<file path="src/rtl/mem_arbiter_pkg.sv">
// Shared constants, source tags and grant encoding for the frame-buffer SRAM arbiter.
package mem_arbiter_pkg;

    localparam int MEM_W       = 36;
    localparam int ADDR_W      = 19;
    localparam int FRAME_WORDS = 153600;
    localparam int READ_LAT    = 2;
    localparam int AGE_LIMIT   = 16;

    typedef enum logic [1:0] {
        TAG_NONE = 2'd0,
        TAG_VGA  = 2'd1,
        TAG_PROC = 2'd2
    } tag_t;

    typedef enum logic [1:0] {
        GNT_IDLE = 2'd0,
        GNT_VGA  = 2'd1,
        GNT_NTSC = 2'd2,
        GNT_PROC = 2'd3
    } grant_t;

    // Linear frame counter step: last word of the frame rolls back to 0.
    function automatic logic [ADDR_W-1:0] wrap_inc(input logic [ADDR_W-1:0] addr,
                                                   input logic [ADDR_W-1:0] last);
        return (addr == last) ? '0 : addr + ADDR_W'(1);
    endfunction

endpackage

</file>
<file path="src/rtl/mem_arbiter_if.sv">
// SRAM pin bundle between the arbiter (master) and the ZBT SRAM (slave).
interface mem_arbiter_if import mem_arbiter_pkg::*; ();

    logic [ADDR_W-1:0] mem_addr;
    logic              mem_we_b;
    logic [MEM_W-1:0]  mem_wdata;
    logic [MEM_W-1:0]  mem_rdata;

    modport master (output mem_addr, mem_we_b, mem_wdata, input mem_rdata);
    modport slave  (input mem_addr, mem_we_b, mem_wdata, output mem_rdata);

endinterface

</file>
<file path="src/rtl/mem_tag_pipe.sv">
// Source-tag shift register that tracks each issued command until its read data returns.
module mem_tag_pipe import mem_arbiter_pkg::*; #(
    parameter int DEPTH = READ_LAT + 1
) (
    input  logic clock,
    input  logic clear,
    input  tag_t tag_in,
    output tag_t tag_out
);

    tag_t stage [DEPTH];

    always_ff @(posedge clock) begin
        if (clear) begin
            for (int i = 0; i < DEPTH; i++) stage[i] <= TAG_NONE;
        end else begin
            stage[0] <= tag_in;
            for (int i = 1; i < DEPTH; i++) stage[i] <= stage[i-1];
        end
    end

    assign tag_out = stage[DEPTH-1];

endmodule

</file>
<file path="src/rtl/mem_arbiter.sv">
// Single-port ZBT frame-buffer arbiter: VGA read > NTSC write > processor access.
// Optional build macro MEM_ARBITER_PROC_AGING_EN lets a long-waiting processor outrank NTSC.
module mem_arbiter import mem_arbiter_pkg::*; #(
    parameter int FRAME_WORDS = mem_arbiter_pkg::FRAME_WORDS,
    parameter int READ_LAT    = mem_arbiter_pkg::READ_LAT
) (
    input  logic              clock,
    input  logic              reset,
    input  logic              frame_flag,
    input  logic              vga_flag,
    output logic [MEM_W-1:0]  vga_pixel,
    output logic              done_vga,
    input  logic              ntsc_flag,
    input  logic [MEM_W-1:0]  ntsc_pixel,
    output logic              ntsc_overflow,
    input  logic              proc_req,
    input  logic              proc_we,
    input  logic [ADDR_W-1:0] proc_addr,
    input  logic [MEM_W-1:0]  proc_wdata,
    output logic              proc_ack,
    output logic [MEM_W-1:0]  proc_rdata,
    output logic              done_proc,
    mem_arbiter_if.master     mem
);

    localparam logic [ADDR_W-1:0] LAST_ADDR = ADDR_W'(FRAME_WORDS - 1);

    logic [ADDR_W-1:0] vga_addr, ntsc_addr, vga_eff, ntsc_eff;
    logic              pend_full;
    logic [MEM_W-1:0]  pend_data;
    logic              ntsc_ok, proc_ok, proc_first;
    grant_t            grant;
    tag_t              tag_issue, tag_ret;
    logic [ADDR_W-1:0] cmd_addr;
    logic              cmd_we_b;
    logic [MEM_W-1:0]  cmd_wdata;
    logic [MEM_W-1:0]  wdata_pipe [READ_LAT+1];

    // frame_flag restarts both counters in the same cycle it is seen.
    assign vga_eff  = frame_flag ? '0 : vga_addr;
    assign ntsc_eff = frame_flag ? '0 : ntsc_addr;
    assign ntsc_ok  = ntsc_flag || pend_full;
    // proc_ack marks the command cycle, while proc_req may legally still be high.
    assign proc_ok  = proc_req && !proc_ack;

`ifdef MEM_ARBITER_PROC_AGING_EN
    localparam int AGE_W = $clog2(AGE_LIMIT + 1);
    logic [AGE_W-1:0] age_cnt;

    assign proc_first = (age_cnt >= AGE_W'(AGE_LIMIT));

    always_ff @(posedge clock) begin
        if (reset || grant == GNT_PROC) begin
            age_cnt <= '0;
        end else if (proc_ok && !proc_first) begin
            age_cnt <= age_cnt + AGE_W'(1);
        end
    end
`else
    assign proc_first = 1'b0;
`endif

    always_comb begin
        grant = GNT_IDLE;
        if (vga_flag)                    grant = GNT_VGA;
        else if (proc_ok && proc_first)  grant = GNT_PROC;
        else if (ntsc_ok)                grant = GNT_NTSC;
        else if (proc_ok)                grant = GNT_PROC;
    end

    always_comb begin
        cmd_addr  = mem.mem_addr;
        cmd_we_b  = 1'b1;
        cmd_wdata = '0;
        tag_issue = TAG_NONE;
        case (grant)
            GNT_VGA: begin
                cmd_addr  = vga_eff;
                tag_issue = TAG_VGA;
            end
            GNT_NTSC: begin
                cmd_addr  = ntsc_eff;
                cmd_we_b  = 1'b0;
                cmd_wdata = pend_full ? pend_data : ntsc_pixel;
            end
            GNT_PROC: begin
                cmd_addr  = proc_addr;
                cmd_we_b  = !proc_we;
                cmd_wdata = proc_we ? proc_wdata : '0;
                tag_issue = proc_we ? TAG_NONE : TAG_PROC;
            end
            default: ;
        endcase
    end

    always_ff @(posedge clock) begin
        if (reset) begin
            vga_addr      <= '0;
            ntsc_addr     <= '0;
            pend_full     <= 1'b0;
            pend_data     <= '0;
            ntsc_overflow <= 1'b0;
            proc_ack      <= 1'b0;
            mem.mem_addr  <= '0;
            mem.mem_we_b  <= 1'b1;
        end else begin
            vga_addr     <= (grant == GNT_VGA)  ? wrap_inc(vga_eff, LAST_ADDR)  : vga_eff;
            ntsc_addr    <= (grant == GNT_NTSC) ? wrap_inc(ntsc_eff, LAST_ADDR) : ntsc_eff;
            proc_ack     <= (grant == GNT_PROC);
            mem.mem_addr <= cmd_addr;
            mem.mem_we_b <= cmd_we_b;
            // A full latch always drains before a newer word; the newer word is lost.
            if (ntsc_flag && pend_full) begin
                ntsc_overflow <= 1'b1;
                if (grant == GNT_NTSC) pend_full <= 1'b0;
            end else if (ntsc_flag && grant != GNT_NTSC) begin
                pend_full <= 1'b1;
                pend_data <= ntsc_pixel;
            end else if (grant == GNT_NTSC) begin
                pend_full <= 1'b0;
            end
        end
    end

    // ZBT takes write data READ_LAT cycles after the address cycle.
    always_ff @(posedge clock) begin
        if (reset) begin
            for (int i = 0; i <= READ_LAT; i++) wdata_pipe[i] <= '0;
        end else begin
            wdata_pipe[0] <= cmd_wdata;
            for (int i = 1; i <= READ_LAT; i++) wdata_pipe[i] <= wdata_pipe[i-1];
        end
    end

    assign mem.mem_wdata = wdata_pipe[READ_LAT];

    mem_tag_pipe #(.DEPTH(READ_LAT + 1)) u_tag_pipe (
        .clock   (clock),
        .clear   (reset),
        .tag_in  (tag_issue),
        .tag_out (tag_ret)
    );

    always_ff @(posedge clock) begin
        if (reset) begin
            vga_pixel  <= '0;
            proc_rdata <= '0;
            done_vga   <= 1'b0;
            done_proc  <= 1'b0;
        end else begin
            done_vga  <= (tag_ret == TAG_VGA);
            done_proc <= (tag_ret == TAG_PROC);
            if (tag_ret == TAG_VGA)  vga_pixel  <= mem.mem_rdata;
            if (tag_ret == TAG_PROC) proc_rdata <= mem.mem_rdata;
        end
    end

endmodule

</file>
<file path="src/flat_wrapper.sv">
// flat-port wrapper written by rule: the top's interface ports become plain ports
module mem_arbiter_flat import mem_arbiter_pkg::*;
#(
    parameter int FRAME_WORDS = mem_arbiter_pkg::FRAME_WORDS,
    parameter int READ_LAT    = mem_arbiter_pkg::READ_LAT
)
  (clock, reset, frame_flag, vga_flag, vga_pixel, done_vga, ntsc_flag, ntsc_pixel, ntsc_overflow, proc_req, proc_we, proc_addr, proc_wdata, proc_ack, proc_rdata, done_proc, mem_mem_addr, mem_mem_we_b, mem_mem_wdata, mem_mem_rdata);
  mem_arbiter_if mem_i ();
  input  logic clock;
  input  logic reset;
  input  logic frame_flag;
  input  logic vga_flag;
  output logic [MEM_W-1:0] vga_pixel;
  output logic done_vga;
  input  logic ntsc_flag;
  input  logic [MEM_W-1:0] ntsc_pixel;
  output logic ntsc_overflow;
  input  logic proc_req;
  input  logic proc_we;
  input  logic [ADDR_W-1:0] proc_addr;
  input  logic [MEM_W-1:0] proc_wdata;
  output logic proc_ack;
  output logic [MEM_W-1:0] proc_rdata;
  output logic done_proc;
  output wire logic [$bits(mem_i.mem_addr)-1:0] mem_mem_addr;
  output wire logic [$bits(mem_i.mem_we_b)-1:0] mem_mem_we_b;
  output wire logic [$bits(mem_i.mem_wdata)-1:0] mem_mem_wdata;
  input wire logic [$bits(mem_i.mem_rdata)-1:0] mem_mem_rdata;
  assign mem_mem_addr = mem_i.mem_addr;
  assign mem_mem_we_b = mem_i.mem_we_b;
  assign mem_mem_wdata = mem_i.mem_wdata;
  assign mem_i.mem_rdata = mem_mem_rdata;
  mem_arbiter #(.FRAME_WORDS(FRAME_WORDS), .READ_LAT(READ_LAT)) u_core (.clock(clock), .reset(reset), .frame_flag(frame_flag), .vga_flag(vga_flag), .vga_pixel(vga_pixel), .done_vga(done_vga), .ntsc_flag(ntsc_flag), .ntsc_pixel(ntsc_pixel), .ntsc_overflow(ntsc_overflow), .proc_req(proc_req), .proc_we(proc_we), .proc_addr(proc_addr), .proc_wdata(proc_wdata), .proc_ack(proc_ack), .proc_rdata(proc_rdata), .done_proc(done_proc), .mem(mem_i));
endmodule
</file>
<file path="config.mk">
export PLATFORM = sky130hd
export DESIGN_NAME = mem_arbiter_flat
export DESIGN_NICKNAME = d
export VERILOG_FILES = /design/src/rtl/mem_arbiter_pkg.sv /design/src/rtl/mem_arbiter_if.sv /design/src/rtl/mem_tag_pipe.sv /design/src/rtl/mem_arbiter.sv /design/src/flat_wrapper.sv
export SDC_FILE = /design/constraint.sdc
export NUM_CORES = 1
export LEC_CHECK = 0
export BUFFER_PORTS_ARGS = -buffer_cell sky130_fd_sc_hd__buf_2
export CAP_MARGIN = 10
export CORE_MARGIN = 4
export CORE_UTILIZATION = 43
export CTS_BUF_LIST = sky130_fd_sc_hd__clkbuf_16
export CTS_CLUSTER_SIZE = 8
export DETAILED_ROUTE_END_ITERATION = 8
export GPL_ROUTABILITY_DRIVEN = 0
export GPL_TIMING_DRIVEN = 0
export PLACE_DENSITY = 0.63
export SYNTH_ARGS = -nofsm -noshare
export SYNTH_HDL_FRONTEND = slang
export SYNTH_HIERARCHICAL = 1
export SYNTH_SLANG_ARGS = --single-unit
</file>
<file path="constraint.sdc">
create_clock -name clock -period 4.1 [get_ports clock]
set_input_delay 1.025 -clock clock [delete_from_list [all_inputs] [get_ports clock]]
set_output_delay 1.025 -clock clock [all_outputs]
set_load 0.02 [all_outputs]
</file>
==> metrics.txt <==
# TYPE chip_impl_metric gauge
chip_impl_info{name="run_status",value="completed"} 1
chip_impl_metric{name="muxShareOfSynthArea",unit=""} 0.0340
chip_impl_metric{name="design.die.area",unit="µm²"} 27900
chip_impl_metric{name="worst-slew-pin-transition",unit="ns"} 0.742
chip_impl_metric{name="number_of_enable_type_register_cells_in_the_synthesized_netlist",unit=""} 0
chip_impl_metric{name="remaining_global_route_overflow",unit=""} 0
chip_impl_metric{name="detailroute.via_count",unit=""} 9529
chip_impl_metric{name="synth.yosys.seq_area_share",unit=""} 0.524
chip_impl_metric{name="final_net_count",unit=""} 1692
chip_impl_info{name="tritoncts",value="done"} 1
chip_impl_metric{name="number_of_buffers_created_by_cts",unit=""} 41
chip_impl_metric{name="rows",unit=""} 57
chip_impl_metric{name="final-max-slew-violation-count",unit=""} 0
chip_impl_metric{name="finish.instance_area",unit="µm²"} 13700
chip_impl_metric{name="layout-drive-gt1-share",unit=""} 0.249
chip_impl_metric{name="timing.slew.headroom",unit=""} 0.503
chip_impl_metric{name="multi_input_logic_area",unit="µm²"} 4520
chip_impl_metric{name="async_flop_share",unit=""} 0
chip_impl_metric{name="critical_path.max_fanout",unit=""} 10
chip_impl_metric{name="drt_first_iter_violations",unit=""} 688
chip_impl_metric{name="detail_route.vias_per_cell",unit=""} 5.06
chip_impl_metric{name="horizontal_extent_of_the_die",unit="µm"} 167
chip_impl_metric{name="timing.final.setup_violations",unit=""} 0
chip_impl_metric{name="max-vdd-ir-drop",unit="mV"} 0.263
chip_impl_metric{name="timing.setup.tns",unit="ns"} 0
chip_impl_info{name="worst_setup_path_end_kind",value="flip-flop"} 1
chip_impl_metric{name="core_area",unit="µm²"} 24600
chip_impl_metric{name="drc",unit=""} 0
chip_impl_metric{name="clk_transition_reported_paths",unit="ns"} 0.05
chip_impl_metric{name="clock_sink_count",unit=""} 285
chip_impl_metric{name="area_growth",unit="%"} 25.9
chip_impl_metric{name="route.final.wire_length",unit="µm"} 31100
chip_impl_metric{name="regToRegSetupSlack",unit="ns"} 1.80
chip_impl_metric{name="rr_worst_depth",unit=""} 7
chip_impl_metric{name="routed_wire_length_per_instance",unit="µm"} 16.5
chip_impl_metric{name="post_synthesis_cells",unit=""} 1250
chip_impl_metric{name="first_pass_grt_wire_length",unit="µm"} 48100
chip_impl_metric{name="synthesis.area",unit="µm²"} 10900
chip_impl_metric{name="top_level_ports",unit=""} 266
chip_impl_metric{name="synthesis.nets",unit=""} 1386
chip_impl_metric{name="min_delay_path_depth",unit=""} 1
chip_impl_metric{name="finalHoldViolations",unit=""} 0
chip_impl_metric{name="floorplan.die.height",unit="µm"} 167
chip_impl_metric{name="antenna_found_initial",unit=""} 3
chip_impl_metric{name="dp_hpwl",unit="µm"} 22900
chip_impl_metric{name="max-clock-path-buffers",unit=""} 3
chip_impl_metric{name="power_density_over_the_cells",unit="nW/µm²"} 448
chip_impl_metric{name="grt_start_max_net_pins",unit=""} 12
chip_impl_metric{name="synth-compound-area-share",unit=""} 0.112
chip_impl_metric{name="post_cts_resized",unit=""} 0
chip_impl_metric{name="clkLatencyLatePin",unit="ns"} 0.51
chip_impl_metric{name="globalRouteTotalUtil",unit=""} 0.212
chip_impl_metric{name="first_global_vias",unit=""} 8991
chip_impl_metric{name="slowest_stage_delay_on_critical_path",unit="ns"} 0.54
chip_impl_info{name="hold_path_class",value="flip-flop to flip-flop"} 1
chip_impl_metric{name="route.antenna.remaining_nets",unit=""} 0
chip_impl_info{name="worstHoldStart",value="u_core/u_tag_pipe/stage[0][0]"} 1
chip_impl_metric{name="finalNonFillerCells",unit=""} 1884
chip_impl_info{name="whs_endpoint",value="u_core/u_tag_pipe/stage[0][2]"} 1
chip_impl_info{name="clock_tree.root_cell",value="sky130_fd_sc_hd__clkbuf_16"} 1
chip_impl_metric{name="timing.clock.skew",unit="ns"} 0.0127
chip_impl_metric{name="syn-mean-instance-area",unit="µm²"} 8.71
chip_impl_metric{name="ctsHoldBuffers",unit=""} 0
chip_impl_info{name="criticalPathCategory",value="input port to flip-flop"} 1
chip_impl_metric{name="area.sequential",unit="µm²"} 5710
chip_impl_info{name="worst_r2r_startpoint",value="u_core/ntsc_addr[1]"} 1
chip_impl_metric{name="h-tree-depth",unit=""} 2
chip_impl_metric{name="cp_data_arrival_time",unit="ns"} 3.35
chip_impl_info{name="startpoint_type",value="input port"} 1
chip_impl_metric{name="total_of_flip_flops_plus_latches_after_synthesis",unit=""} 285
chip_impl_info{name="path_cells",value="buf_2 > clkbuf_1 > nor2b_1 > ha_1 > nand2_2 > nor3_4 > nand4_4 > or4_1 > a21oi_1"} 1
chip_impl_metric{name="drt_pass_1_iters",unit=""} 8
chip_impl_metric{name="fillCellCount",unit=""} 2322
chip_impl_metric{name="final_min_period_over_clock_period",unit=""} 0.710
chip_impl_metric{name="place.detailed.instances",unit=""} 1837
chip_impl_metric{name="power.leakage",unit="nW"} 5.72
chip_impl_metric{name="area_after_dpl",unit="µm²"} 12600
chip_impl_metric{name="yosysWarnings",unit=""} 6
chip_impl_metric{name="max_cap_violation_count",unit=""} 0
chip_impl_info{name="synth_top_family_by_area",value="simple AND/OR/NAND/NOR gates"} 1
chip_impl_metric{name="max_freq",unit="MHz"} 343
chip_impl_metric{name="yosys.area_share.xor_xnor",unit=""} 0.0217
chip_impl_metric{name="cts.repair_timing.setup_buffer_count",unit=""} 0
chip_impl_metric{name="synthSimpleGateAreaFrac",unit=""} 0.245
chip_impl_metric{name="synth_fa_ha_area_frac",unit=""} 0.00230
chip_impl_metric{name="start_util",unit=""} 0.443
chip_impl_info{name="grt_setup_unrepaired",value="false"} 1
chip_impl_metric{name="post-route-util",unit=""} 0.557
chip_impl_metric{name="port-buffer-count",unit=""} 263
chip_impl_info{name="critPathSlowestCell",value="sky130_fd_sc_hd__or4_1"} 1
chip_impl_metric{name="fin_crit",unit="ns"} 2.91
chip_impl_info{name="rr_endpoint",value="u_core/ntsc_addr[12]"} 1
chip_impl_metric{name="synthDistinctLibCells",unit=""} 57
chip_impl_info{name="synth_flop_cell",value="sky130_fd_sc_hd__dfxtp_1"} 1
chip_impl_metric{name="cp_data_required_time",unit="ns"} 4.54
## state kept, by name, indices dropped and copies added, names as in the netlist, 6 cells and up
register / cells
u_core/vga_addr: 19
u_core/mem.mem_addr: 19
u_core/proc_rdata: 36
u_core/ntsc_addr: 19
u_core/vga_pixel: 36
u_core/u_tag_pipe/stage: 6
u_core/pend_data: 36
u_core/wdata_pipe: 108
## report_power, final
part           total, mW  internal, mW  switching, mW
clock               2.91          1.80           1.11
sequential          2.85          2.83         0.0190
combinational      0.390         0.144          0.245
total               6.14          4.77           1.37
## cells in the final DEF (no fill, tap or decap), drive strengths merged, types with 2 or more instances in the layout
cell	count
a222oi	5
nor3	9
a22oi	14
buf	330
a211oi	7
nand3	17
a2bb2oi	3
clkbuf	96
or4b	2
inv	5
nor4	7
diode	2
nand4	12
a21o	2
xor2	14
or2	7
ha	2
xnor2	13
nand2	242
clkinv	2
o21ai	4
a221oi	9
nand2b	14
a21oi	159
dfxtp	285
nand4b	2
mux2i	37
o21bai	3
and4b	2
and3	5
nor2	138
nand3b	3
and2	2
nor2b	94
## worst max-delay path: cells and delay by family
family,cells,cell delay [ns]
AOI/OAI and AO/OA,1,0.14
adders and majority gates,1,0.27
buffers and inverters,2,0.44
and+or+nand+nor,5,1.46
## kinds of logic (layout without fill, tap and decap cells)
kind of cell    after synthesis  after routing
other cells                   0              2
flops                       285            285
compound gates              212            212
xor+xnor                     27             27
fa+ha+maj                     2              2
simple gates                562            562
buf+inv                     125            433
mux                          37             37
## Yosys cell counts, types with 6 or more instances
cell,n,area share
sky130_fd_sc_hd__nor3_1,8,0.0037
sky130_fd_sc_hd__or2_2,6,0.0034
sky130_fd_sc_hd__nor2_1,138,0.048
sky130_fd_sc_hd__buf_2,13,0.0060
sky130_fd_sc_hd__buf_4,44,0.030
sky130_fd_sc_hd__clkbuf_1,53,0.018
sky130_fd_sc_hd__xor2_1,14,0.011
sky130_fd_sc_hd__nor2b_1,94,0.054
sky130_fd_sc_hd__a221oi_1,9,0.0072
sky130_fd_sc_hd__a211oi_1,7,0.0048
sky130_fd_sc_hd__buf_1,8,0.0028
sky130_fd_sc_hd__a21oi_1,159,0.073
sky130_fd_sc_hd__mux2i_1,37,0.034
sky130_fd_sc_hd__a22oi_1,14,0.0097
sky130_fd_sc_hd__dfxtp_1,285,0.52
sky130_fd_sc_hd__nand2_1,240,0.083
sky130_fd_sc_hd__nand4_1,11,0.0063
sky130_fd_sc_hd__nand3_1,17,0.0078
sky130_fd_sc_hd__xnor2_1,13,0.010
sky130_fd_sc_hd__nand2b_1,13,0.0075
## final cells by class
class,count,share of cell area
Antenna cell,2,0.000365
Sequential cell,285,0.416
Clock inverter,3,0.00301
Timing Repair Buffer,263,0.0960
Inverter,4,0.00110
Tap cell,324,0.0296
Multi-Input combinational cell,840,0.329
Buffer,121,0.0477
Clock buffer,42,0.0767
## stage by stage
stage                     hold WS, ns  power, mW  worst slack (ns)
after detailed placement        0.420       3.29             0.703
after CTS                       0.429       6.23              1.23
after global routing            0.445       6.39              1.05
after global placement          0.415       3.29             0.703
final                           0.425       6.14              1.19
after floorplan                 0.414       3.11              1.28
## per-layer routing
| layer | track usage | up-vias | wire length (µm) |
|---|---|---|---|
| met5 | 0 | - | 7 |
| met3 | 0.0438 | 52 | 2390 |
| li1 | - | 4694 | - |
| met4 | 0.0688 | 2 | 852 |
| met1 | 0.275 | 4415 | 13200 |
| met2 | 0.355 | 366 | 14600 |
## how the worst max path moves through the flow
stage / startpoint / slack [ns] / end
2_1_floorplan: frame_flag / 1.28 / u_core/ntsc_addr[12]
3_3_place_gp: frame_flag / 0.70 / u_core/ntsc_addr[9]
3_5_place_dp: frame_flag / 0.70 / u_core/ntsc_addr[12]
4_1_cts: frame_flag / 1.23 / u_core/ntsc_addr[11]
5_1_grt: frame_flag / 1.05 / u_core/ntsc_addr[9]
6_report: frame_flag / 1.19 / u_core/ntsc_addr[12]
Note: power is estimated with default switching activity, not from simulation.
